`config.mk`:
```
export PLATFORM = sky130hd
export DESIGN_NAME = systolic_pe_sequencer_flat
export DESIGN_NICKNAME = d
export VERILOG_FILES = /design/src/rtl/systolic_pe_sequencer_pkg.sv /design/src/rtl/systolic_pe_sequencer_if.sv /design/src/rtl/systolic_pe_sequencer_fifo.sv /design/src/rtl/systolic_pe_sequencer.sv /design/src/flat_wrapper.sv
export SDC_FILE = /design/constraint.sdc
export NUM_CORES = 1
export LEC_CHECK = 0
export CAP_MARGIN = 20
export CORE_ASPECT_RATIO = 1.2
export CORE_UTILIZATION = 49
export DETAILED_ROUTE_END_ITERATION = 16
export GPL_TIMING_DRIVEN = 0
export PLACE_DENSITY = 0.84
export SLEW_MARGIN = 10
export SYNTH_ARGS = -nofsm -noshare
export SYNTH_HDL_FRONTEND = slang
export SYNTH_SLANG_ARGS = --single-unit
```
`constraint.sdc`:
```
create_clock -name clk30x -period 3.8 [get_ports clk30x]
set_input_delay 0.76 -clock clk30x [delete_from_list [all_inputs] [get_ports clk30x]]
set_output_delay 0.76 -clock clk30x [all_outputs]
set_load 0.05 [all_outputs]
```
`src/rtl/systolic_pe_sequencer_pkg.sv`:
```
// Shared types and constants for the systolic PE sequencer: FSM state
// encoding, datapath widths and default timing/buffer parameters.
package systolic_pe_sequencer_pkg;

  localparam int unsigned SAMPLE_W         = 16;
  localparam int unsigned RESULT_W         = 32;
  localparam int unsigned FRAME_CNT_W      = 16;
  localparam int unsigned FRAME_CYCLES_DEF = 30;
  localparam int unsigned FIFO_DEPTH_DEF   = 8;

  typedef enum logic [2:0] {
    IDLE,
    LOAD,
    RUN,
    CAPTURE,
    HOLD,
    FLUSH
  } state_t;

  function automatic logic [RESULT_W-1:0] sign_extend(input logic [SAMPLE_W-1:0] s);
    return {{(RESULT_W - SAMPLE_W){s[SAMPLE_W-1]}}, s};
  endfunction

endpackage

```
`src/rtl/systolic_pe_sequencer_if.sv`:
```
// Sample-in, result-out and PE-side signals of the sequencer.
// slave: the sequencer's view; master: the surrounding upstream/downstream/PE.
interface systolic_pe_sequencer_if;
  import systolic_pe_sequencer_pkg::*;

  logic                s_valid;
  logic                s_ready;
  logic [SAMPLE_W-1:0] s_data;
  logic                m_valid;
  logic                m_ready;
  logic [RESULT_W-1:0] m_data;
  logic [SAMPLE_W-1:0] pe_xin;
  logic                pe_rst;
  logic [SAMPLE_W-1:0] pe_yout;

  modport slave (
    input  s_valid, s_data, m_ready, pe_yout,
    output s_ready, m_valid, m_data, pe_xin, pe_rst
  );

  modport master (
    output s_valid, s_data, m_ready, pe_yout,
    input  s_ready, m_valid, m_data, pe_xin, pe_rst
  );

endinterface

```
`src/rtl/systolic_pe_sequencer_fifo.sv`:
```
// Input sample buffer: power-of-two depth FIFO with full/empty flags.
// Pointers carry one extra wrap bit to tell full from empty.
module sample_fifo #(
  parameter int unsigned DEPTH = 8,
  parameter int unsigned WIDTH = 16
) (
  input  logic             clk,
  input  logic             rst,
  input  logic             push,
  input  logic             pop,
  input  logic [WIDTH-1:0] din,
  output logic [WIDTH-1:0] dout,
  output logic             full,
  output logic             empty
);

  localparam int unsigned AW = (DEPTH > 1) ? $clog2(DEPTH) : 1;

  logic [WIDTH-1:0] mem [DEPTH];
  logic [AW:0]      wr_ptr;
  logic [AW:0]      rd_ptr;
  logic             do_push;
  logic             do_pop;

  always_comb begin
    empty   = (wr_ptr == rd_ptr);
    full    = (wr_ptr[AW] != rd_ptr[AW]) && (wr_ptr[AW-1:0] == rd_ptr[AW-1:0]);
    do_push = push && !full;
    do_pop  = pop && !empty;
    dout    = mem[rd_ptr[AW-1:0]];
  end

  always_ff @(posedge clk or posedge rst) begin
    if (rst) begin
      wr_ptr <= '0;
      rd_ptr <= '0;
    end else begin
      if (do_push) wr_ptr <= wr_ptr + (AW+1)'(1);
      if (do_pop)  rd_ptr <= rd_ptr + (AW+1)'(1);
    end
  end

  always_ff @(posedge clk) begin
    if (do_push) mem[wr_ptr[AW-1:0]] <= din;
  end

endmodule

```
`src/rtl/systolic_pe_sequencer.sv`:
```
// Feeds buffered samples to a systolic PE, holding each for FRAME_CYCLES
// clocks, and captures the sign-extended PE output once per frame.
module systolic_pe_sequencer
  import systolic_pe_sequencer_pkg::*;
#(
  parameter int unsigned FRAME_CYCLES = FRAME_CYCLES_DEF,
  parameter int unsigned FIFO_DEPTH   = FIFO_DEPTH_DEF
) (
  input  logic                   clk30x,
  input  logic                   rst,
  systolic_pe_sequencer_if.slave bus,
  input  logic                   flush,
  output logic                   busy,
  output logic [FRAME_CNT_W-1:0] frame_cnt
);

  localparam int unsigned CNT_W = (FRAME_CYCLES > 3) ? $clog2(FRAME_CYCLES) : 2;

  state_t              state;
  state_t              state_nx;
  logic [CNT_W-1:0]    cyc_cnt;
  logic                flush_pend;
  logic                fifo_full;
  logic                fifo_empty;
  logic                push;
  logic                pop;
  logic [SAMPLE_W-1:0] fifo_dout;
  logic [SAMPLE_W-1:0] xin_q;
  logic [RESULT_W-1:0] mdata_q;
  logic                mvalid_q;
  logic                pe_rst_q;
  logic                load_en;
  logic                capture_en;
  logic                flush_enter;
  logic                flush_exit;

  // Pushes are refused while a flush waits so the buffer can drain.
  assign push        = bus.s_valid && bus.s_ready;
  assign bus.s_ready = !fifo_full && !flush_pend;
  assign bus.pe_xin  = xin_q;
  assign bus.pe_rst  = pe_rst_q;
  assign bus.m_data  = mdata_q;
  assign bus.m_valid = mvalid_q;

  sample_fifo #(
    .DEPTH (FIFO_DEPTH),
    .WIDTH (SAMPLE_W)
  ) u_fifo (
    .clk   (clk30x),
    .rst   (rst),
    .push  (push),
    .pop   (pop),
    .din   (bus.s_data),
    .dout  (fifo_dout),
    .full  (fifo_full),
    .empty (fifo_empty)
  );

  always_ff @(posedge clk30x or posedge rst) begin
    if (rst) state <= IDLE;
    else     state <= state_nx;
  end

  always_comb begin
    state_nx = state;
    case (state)
      IDLE: begin
        if (!fifo_empty)                  state_nx = LOAD;
        else if (flush_pend && !mvalid_q) state_nx = FLUSH;
      end
      LOAD:    state_nx = (FRAME_CYCLES > 2) ? RUN : CAPTURE;
      RUN: begin
        if (cyc_cnt >= CNT_W'(FRAME_CYCLES - 2)) state_nx = CAPTURE;
      end
      // An unconsumed result parks the new one in HOLD instead of overwriting.
      CAPTURE: begin
        if (mvalid_q && !bus.m_ready) state_nx = HOLD;
        else if (!fifo_empty)         state_nx = LOAD;
        else                          state_nx = IDLE;
      end
      HOLD: begin
        if (bus.m_ready) state_nx = fifo_empty ? IDLE : LOAD;
      end
      FLUSH: begin
        if (cyc_cnt == CNT_W'(1)) state_nx = IDLE;
      end
      default: state_nx = IDLE;
    endcase
  end

  always_comb begin
    load_en     = (state == LOAD);
    pop         = load_en;
    capture_en  = ((state == CAPTURE) && !(mvalid_q && !bus.m_ready)) ||
                  ((state == HOLD) && bus.m_ready);
    flush_enter = (state == IDLE) && (state_nx == FLUSH);
    flush_exit  = (state == FLUSH) && (state_nx == IDLE);
    busy        = (state != IDLE);
  end

  always_ff @(posedge clk30x or posedge rst) begin
    if (rst) begin
      cyc_cnt    <= '0;
      xin_q      <= '0;
      pe_rst_q   <= 1'b1;
      mdata_q    <= '0;
      mvalid_q   <= 1'b0;
      frame_cnt  <= '0;
      flush_pend <= 1'b0;
    end else begin
      if (load_en)                             cyc_cnt <= CNT_W'(1);
      else if (state == RUN || state == FLUSH) cyc_cnt <= cyc_cnt + CNT_W'(1);
      else if (flush_enter)                    cyc_cnt <= '0;

      if (load_en)          xin_q <= fifo_dout;
      else if (flush_enter) xin_q <= '0;

      if (load_en || flush_exit) pe_rst_q <= 1'b0;
      else if (flush_enter)      pe_rst_q <= 1'b1;

      if (capture_en) mdata_q <= sign_extend(bus.pe_yout);

      if (capture_en)                   mvalid_q <= 1'b1;
      else if (mvalid_q && bus.m_ready) mvalid_q <= 1'b0;

      if (flush_enter)     frame_cnt <= '0;
      else if (capture_en) frame_cnt <= frame_cnt + FRAME_CNT_W'(1);

      if (flush_enter) flush_pend <= 1'b0;
      else if (flush)  flush_pend <= 1'b1;
    end
  end

endmodule

```
`src/flat_wrapper.sv`:
```
// flat-port wrapper written by rule: the top's interface ports become plain ports
module systolic_pe_sequencer_flat import systolic_pe_sequencer_pkg::*;
#(
  parameter int unsigned FRAME_CYCLES = FRAME_CYCLES_DEF,
  parameter int unsigned FIFO_DEPTH   = FIFO_DEPTH_DEF
)
  (clk30x, rst, flush, busy, frame_cnt, bus_s_valid, bus_s_data, bus_m_ready, bus_pe_yout, bus_s_ready, bus_m_valid, bus_m_data, bus_pe_xin, bus_pe_rst);
  systolic_pe_sequencer_if bus_i ();
  input  logic clk30x;
  input  logic rst;
  input  logic flush;
  output logic busy;
  output logic [FRAME_CNT_W-1:0] frame_cnt;
  input wire logic [$bits(bus_i.s_valid)-1:0] bus_s_valid;
  input wire logic [$bits(bus_i.s_data)-1:0] bus_s_data;
  input wire logic [$bits(bus_i.m_ready)-1:0] bus_m_ready;
  input wire logic [$bits(bus_i.pe_yout)-1:0] bus_pe_yout;
  output wire logic [$bits(bus_i.s_ready)-1:0] bus_s_ready;
  output wire logic [$bits(bus_i.m_valid)-1:0] bus_m_valid;
  output wire logic [$bits(bus_i.m_data)-1:0] bus_m_data;
  output wire logic [$bits(bus_i.pe_xin)-1:0] bus_pe_xin;
  output wire logic [$bits(bus_i.pe_rst)-1:0] bus_pe_rst;
  assign bus_i.s_valid = bus_s_valid;
  assign bus_i.s_data = bus_s_data;
  assign bus_i.m_ready = bus_m_ready;
  assign bus_i.pe_yout = bus_pe_yout;
  assign bus_s_ready = bus_i.s_ready;
  assign bus_m_valid = bus_i.m_valid;
  assign bus_m_data = bus_i.m_data;
  assign bus_pe_xin = bus_i.pe_xin;
  assign bus_pe_rst = bus_i.pe_rst;
  systolic_pe_sequencer #(.FRAME_CYCLES(FRAME_CYCLES), .FIFO_DEPTH(FIFO_DEPTH)) u_core (.clk30x(clk30x), .rst(rst), .bus(bus_i), .flush(flush), .busy(busy), .frame_cnt(frame_cnt));
endmodule
```
* After elaboration in Yosys (flattened, before gate mapping) *
Memory sizes are Yosys's and may differ from the RTL's.
Index checks and enable logic that the tools add are counted.

storage, ports and cells
  memories kept = 1
  memory bits (writable) = 128
  output and inout port bits = 68
  register bits = 67
  input port bits = 37
  logic and storage cells = 79

memories
  name               depth  bits a word  rd ports  clocked after memory_dff  write ports  RTL line                          source
  u_core.u_fifo.mem  8      16           1         0                         1            systolic_pe_sequencer_fifo.sv:19  logic [WIDTH-1:0] mem [DEPTH];

cells by class
  muxes and demuxes = 23
  add/sub/neg operators = 4
  eq/ne operators = 10
  reductions and logical operators = 30
  $lt $le $gt $ge = 1

operators with widths
  operator                                                          number
  16-bit two-way mux                                                4
  3-bit two-way mux                                                 6
  3-bit case mux with 6 select lines                                1
  16-bit by 1-bit adder with 16-bit output (second input constant)  1
  5-bit two-way mux                                                 3
  1-bit logical AND                                                 12
  2-bit nonzero test                                                5
  3-bit == test (second input constant)                             3
  1-bit two-way mux                                                 9
  4-bit by 1-bit adder with 4-bit output (second input constant)    2
  3-bit by 2-bit == test with 1-bit output (second input constant)  2
  1-bit zero test                                                   6
  3-bit zero test                                                   2
  3-bit nonzero test                                                2
  5-bit by 1-bit adder with 5-bit output (second input constant)    1
  5-bit by 1-bit == test with 1-bit output (second input constant)  1
  5-bit greater-or-equal comparator (second input constant)         1
  4-bit == test                                                     1
  3-bit by 1-bit == test with 1-bit output (second input constant)  1
  3-bit == test                                                     1
  1-bit logical OR                                                  3
  1-bit inequality test                                             1

* Depth between registers and ports, before layout *
Gate-level depths: netlist (run 1).

  word-level depth = 10
  gate-level depth with buffers = 7

* Cells and area by module *
Synthesis (run 1) repeated with hierarchy kept, for this count alone.

second synthesis, totals
  cells, all modules = 566
  area total of the unflattened synthesis = 8465.6 um2

modules (own cells, without submodules)
  module                 cells an instance  area each (um2)  times used
  sample_fifo            245                5564.1           1
  systolic_pe_sequencer  321                2901.5           1

* Least setup slack after synthesis (run 1) *
Ideal clock, no wire load.

  path type = input -> register
  start point = input bus_s_valid
  end point = memory u_core.u_fifo.mem[0][0], enable pin
  library setup time = 0.409 ns
  data required time = 3.391 ns
  data arrival time = 2.507 ns
  stages = 4
  setup slack = 0.883 ns
  path through = nand2b_1 > a41oi_1 > nand2b_1 > nor3_1

on the way
  cells in the longest elaborated chain, start to end = 4

RTL lines
  what                                     RTL line                          source
  start, declared                          flat_wrapper.sv:14                input wire logic [$bits(bus_i.s_valid)-1:0] bus_s_valid;
  1-bit logical AND                        systolic_pe_sequencer.sv:38       assign push = bus.s_valid && bus.s_ready;
  1-bit logical AND                        systolic_pe_sequencer_fifo.sv:28  do_push = push && !full;
  1-bit two-way mux                        systolic_pe_sequencer_fifo.sv:44  if (do_push) mem[wr_ptr[AW-1:0]] <= din;
  1-bit two-way mux (not written as such)  systolic_pe_sequencer_fifo.sv:44
  end, declared                            systolic_pe_sequencer_fifo.sv:19

Every way passes these cells.

* Final worst setup path (run 1) *
  start point = register u_core.u_fifo.rd_ptr[2]
  end point = output bus_s_ready

on the way
  cells in the longest elaborated chain, start to end = 4

RTL lines
  what                    RTL line                          source
  start, declared         systolic_pe_sequencer_fifo.sv:21  logic [AW:0] rd_ptr;
  start signal, assigned  systolic_pe_sequencer_fifo.sv:39  if (do_pop) rd_ptr <= rd_ptr + (AW+1)'(1);
  3-bit == test           systolic_pe_sequencer_fifo.sv:27  full = (wr_ptr[AW] != rd_ptr[AW]) && (wr_ptr[AW-1:0] == rd_ptr[AW-1:0]);
  1-bit logical AND       systolic_pe_sequencer_fifo.sv:27
  1-bit zero test         systolic_pe_sequencer.sv:39       assign bus.s_ready = !fifo_full && !flush_pend;
  1-bit logical AND       systolic_pe_sequencer.sv:39
  end, declared           flat_wrapper.sv:18                output wire logic [$bits(bus_i.s_ready)-1:0] bus_s_ready;

Every way passes these cells.

==> results.json, run 1 <==
{
  "synth_top_area_share": 0.4742,
  "drt_iter0_markers": 327,
  "wl_um": 17470,
  "required_ps": 3040,
  "grt_pass1_wl_um": 26970,
  "drive_gt1_frac": 0.2165,
  "track_usage": 0.2144,
  "detail-route-antenna-nets": 0,
  "portBuffers": 104,
  "outcome": "finished clean",
  "routed_via_density": 5.707,
  "ios": 105,
  "cts_buffers": 17,
  "path_delay_family": "buffers and inverters",
  "syn_area_per_cell_um2": 16.31,
  "yosysSeqAreaShare": 0.6812,
  "synth_most_common_cell": "edfxtp_1",
  "hold_path.class": "reg -> reg",
  "cellLeakagePower_nw": 3.657,
  "crit_chain": "buf_2 > xnor2_1 > a41oi_1 > clkdlybuf4s50_1",
  "arrival_ps": 2310,
  "rsz0062_at_grt": "false",
  "clock-root-buffer": "clkbuf_16",
  "finalPower_w": 0.008267,
  "async_flop_share": 0.3436,
  "relSlewSlack": 0.4028,
  "layoutNonFillerInstCount": 854,
  "synth.cell_area_mm2": 0.008105,
  "fp.dieW_um": 119.4,
  "num_rows": 51,
  "period_needed_ps": 3070,
  "grt_max_degree": 43,
  "fin_crit_sh": 0.8080,
  "drv_cap": 0,
  "finalSetupViolations": 0,
  "insertion_delay_ps": 440,
  "skew_ps": 12.38,
  "p_per_area_mw_per_mm2": 817.7,
  "cts_resized": 0,
  "grt_pass1_vias": 5054,
  "via_count": 4874,
  "coreArea_mm2": 0.01621,
  "critPathKind": "reg -> out",
  "synth.area.top_cells": "edfxtp_1 47%, dfrtp_1 20%, mux4_2 8.9%",
  "hold_viol_final": 0,
  "dieArea_mm2": 0.01706,
  "clkSlewWorstSetupHoldPaths_ps": 70,
  "maxSlewViolCount": 0,
  "synth-main-ff-cell": "edfxtp_1",
  "syn_inst": 497,
  "path_buf_inv": 2,
  "worstMarginPinSlew_ps": 895.8,
  "initial_core_util": 0.5001,
  "grt.overflow.total": 0,
  "place_hpwl_um": 12090,
  "fmax_ghz": 0.3257,
  "drc_errors": 0,
  "holdBufCountCts": 0,
  "crit_fanout": 10,
  "area_growth_pct": 24.73,
  "yosysTopAreaCell": "edfxtp_1",
  "crit_path_top_delay_cell": "clkdlybuf4s50_1",
  "wire_per_inst_um": 20.46,
  "ys_types": 55,
  "antennaDiodeCount": 0,
  "crit_path_start_kind": "flip-flop",
  "nets": 672,
  "synth_edf_count": 128,
  "gp_congestion": 0.7858,
  "clock-sinks": 195,
  "post_cts_buffers": 0,
  "ys_ff_latch": 195,
  "h-tree-depth": 4,
  "cts_tree": "done",
  "worst_setup_path_end_kind": "output pin",
  "placedCellCount": 822,
  "irDropWorstVdd_uv": 373.9,
  "antenna_found_initial": 0,
  "slowest_delay_ps": 840,
  "synth_commonest_cells": "128 x edfxtp_1, 66 x dfrtp_1, 33 x nand2_1, 32 x mux4_2",
  "die_h_um": 142.9,
  "synth_nets": 540,
  "nFillCells": 1170,
  "clk_path_buf_depth": 2,
  "first_pass_iters": 5,
  "yosys_warnings": 0
}
[logic make-up after synthesis]
| group | share of synthesized area |
|---|---|
| AO/OA/AOI/OAI | 0.05526 |
| XOR/XNOR | 0.01513 |
| adder cells (fa/ha/maj) | 0.009262 |
| buffers and inverters | 0.03828 |
| flip-flops | 0.6812 |
| multiplexers | 0.1349 |
| AND/OR/NAND/NOR | 0.06592 |
[worst reg2reg max path, cell delays in order (launching register included)]
cell	delay (ps)
dfrtp_1	320
buf_2	300
xnor2_1	170
a41oi_1	510
nand2b_1	260
nor3_2	710
buf_6	260
[layout make-up]
type	instances	area [um^2]	area share
Buffer	44	272.8	0.02698
Clock buffer	20	446.7	0.04418
Clock inverter	12	97.59	0.009653
Inverter	10	40.04	0.003960
Multi-Input combinational cell	248	2296	0.2271
Sequential cell	195	5522	0.5462
Tap cell	212	265.3	0.02624
Timing Repair Buffer	113	1170	0.1157
[per-layer routing]
| layer | global-route usage | part of all wire | routed length, um |
|---|---|---|---|
| met2 | 0.3828 | 0.54 | 9479 |
| met4 | 0.08553 | 0.020 | 348 |
| met5 | 0 | 0 | 0 |
| met1 | 0.2572 | 0.38 | 6719 |
| met3 | 0.03914 | 0.053 | 925 |
[sequential cells by signal, indices dropped and copies added, names as in the netlist]
| name | cells |
|---|---|
| u_core.u_fifo.wr_ptr | 4 |
| u_core.u_fifo.rd_ptr | 4 |
| u_core.bus.pe_xin | 16 |
| u_core.u_fifo.mem | 128 |
| u_core.cyc_cnt | 5 |
| u_core.state | 3 |
| u_core.flush_pend | 1 |
| u_core.bus.m_data | 16 |
| u_core.frame_cnt | 16 |
| u_core.bus.m_valid | 1 |
| u_core.bus.pe_rst | 1 |
[power by group]
| part | internal, W | leakage (nW) | switching, W |
|---|---|---|---|
| Combinational | 0.00152 | 1.41 | 0.00228 |
| Clock | 0.000868 | 0.259 | 0.000792 |
| Sequential | 0.00258 | 1.99 | 0.000227 |
[through the flow]
stage	hold slack, ps	setup slack [ps]	util	setup TNS [ps]	cell area [um^2]
floorplan	464.3	883.3	-	0	8105
global placement	481.5	-690.1	0.5807	-21800	9412
detailed placement	480.3	492.7	0.5902	0	9565
CTS	494.2	701.2	0.6237	0	10110
global route	514.7	627.3	0.6237	0	10110
finish	489.7	729.7	0.6237	0	10110
[final timing paths]
kind	start	endpoint	slack [ps]	cells after the start
worst max-delay path	u_core.u_fifo.rd_ptr[2]$_DFFE_PP0P_	bus_s_ready	730	4
worst min-delay path	u_core.u_fifo.rd_ptr[3]$_DFFE_PP0P_	u_core.u_fifo.rd_ptr[3]$_DFFE_PP0P_	490	1
worst max register to register	u_core.u_fifo.rd_ptr[2]$_DFFE_PP0P_	u_core.u_fifo.mem[0][5]$_DFFE_PP_	970	6
worst min register to register	u_core.u_fifo.rd_ptr[3]$_DFFE_PP0P_	u_core.u_fifo.rd_ptr[3]$_DFFE_PP0P_	490	1
max in group asynchronous	rst	u_core.bus.pe_rst$_DFFE_PP1P_	2540	3
min in group asynchronous	rst	u_core.bus.m_data[13]$_DFFE_PP0P_	660	2
[cell usage in the layout, fill, tap and decap left out, types with 17 or more instances in the layout]
cell type / n
nand2_1: 33
clkdlybuf4s50_1: 104
dfrtp_1: 66
mux4_2: 32
mux2i_1: 17
edfxtp_1: 128
clkbuf_16: 17
buf_4: 19
mux2_2: 18
o22ai_1: 18
Power figures use the tool's default switching activity.
==> run 2, diff against run 1 <==
==> constraint.sdc (replaced) <==
create_clock -name clk30x -period 3.18 [get_ports clk30x]
set_input_delay 0.636 -clock clk30x [delete_from_list [all_inputs] [get_ports clk30x]]
set_output_delay 0.636 -clock clk30x [all_outputs]
set_load 0.05 [all_outputs]
==> results of run 2 <==
Same layout as run 1 (identical final DEF). Status: finished clean.
Among the figures that moved: setup slack after placement 492.7 ps -> -3.290 ps; setup slack after layout 729.7 ps -> 233.7 ps; register-to-register setup slack 970 ps -> 350 ps; total power 0.008267 W -> 0.009879 W; worst IR drop on VDD 373.9 uV -> 446.8 uV
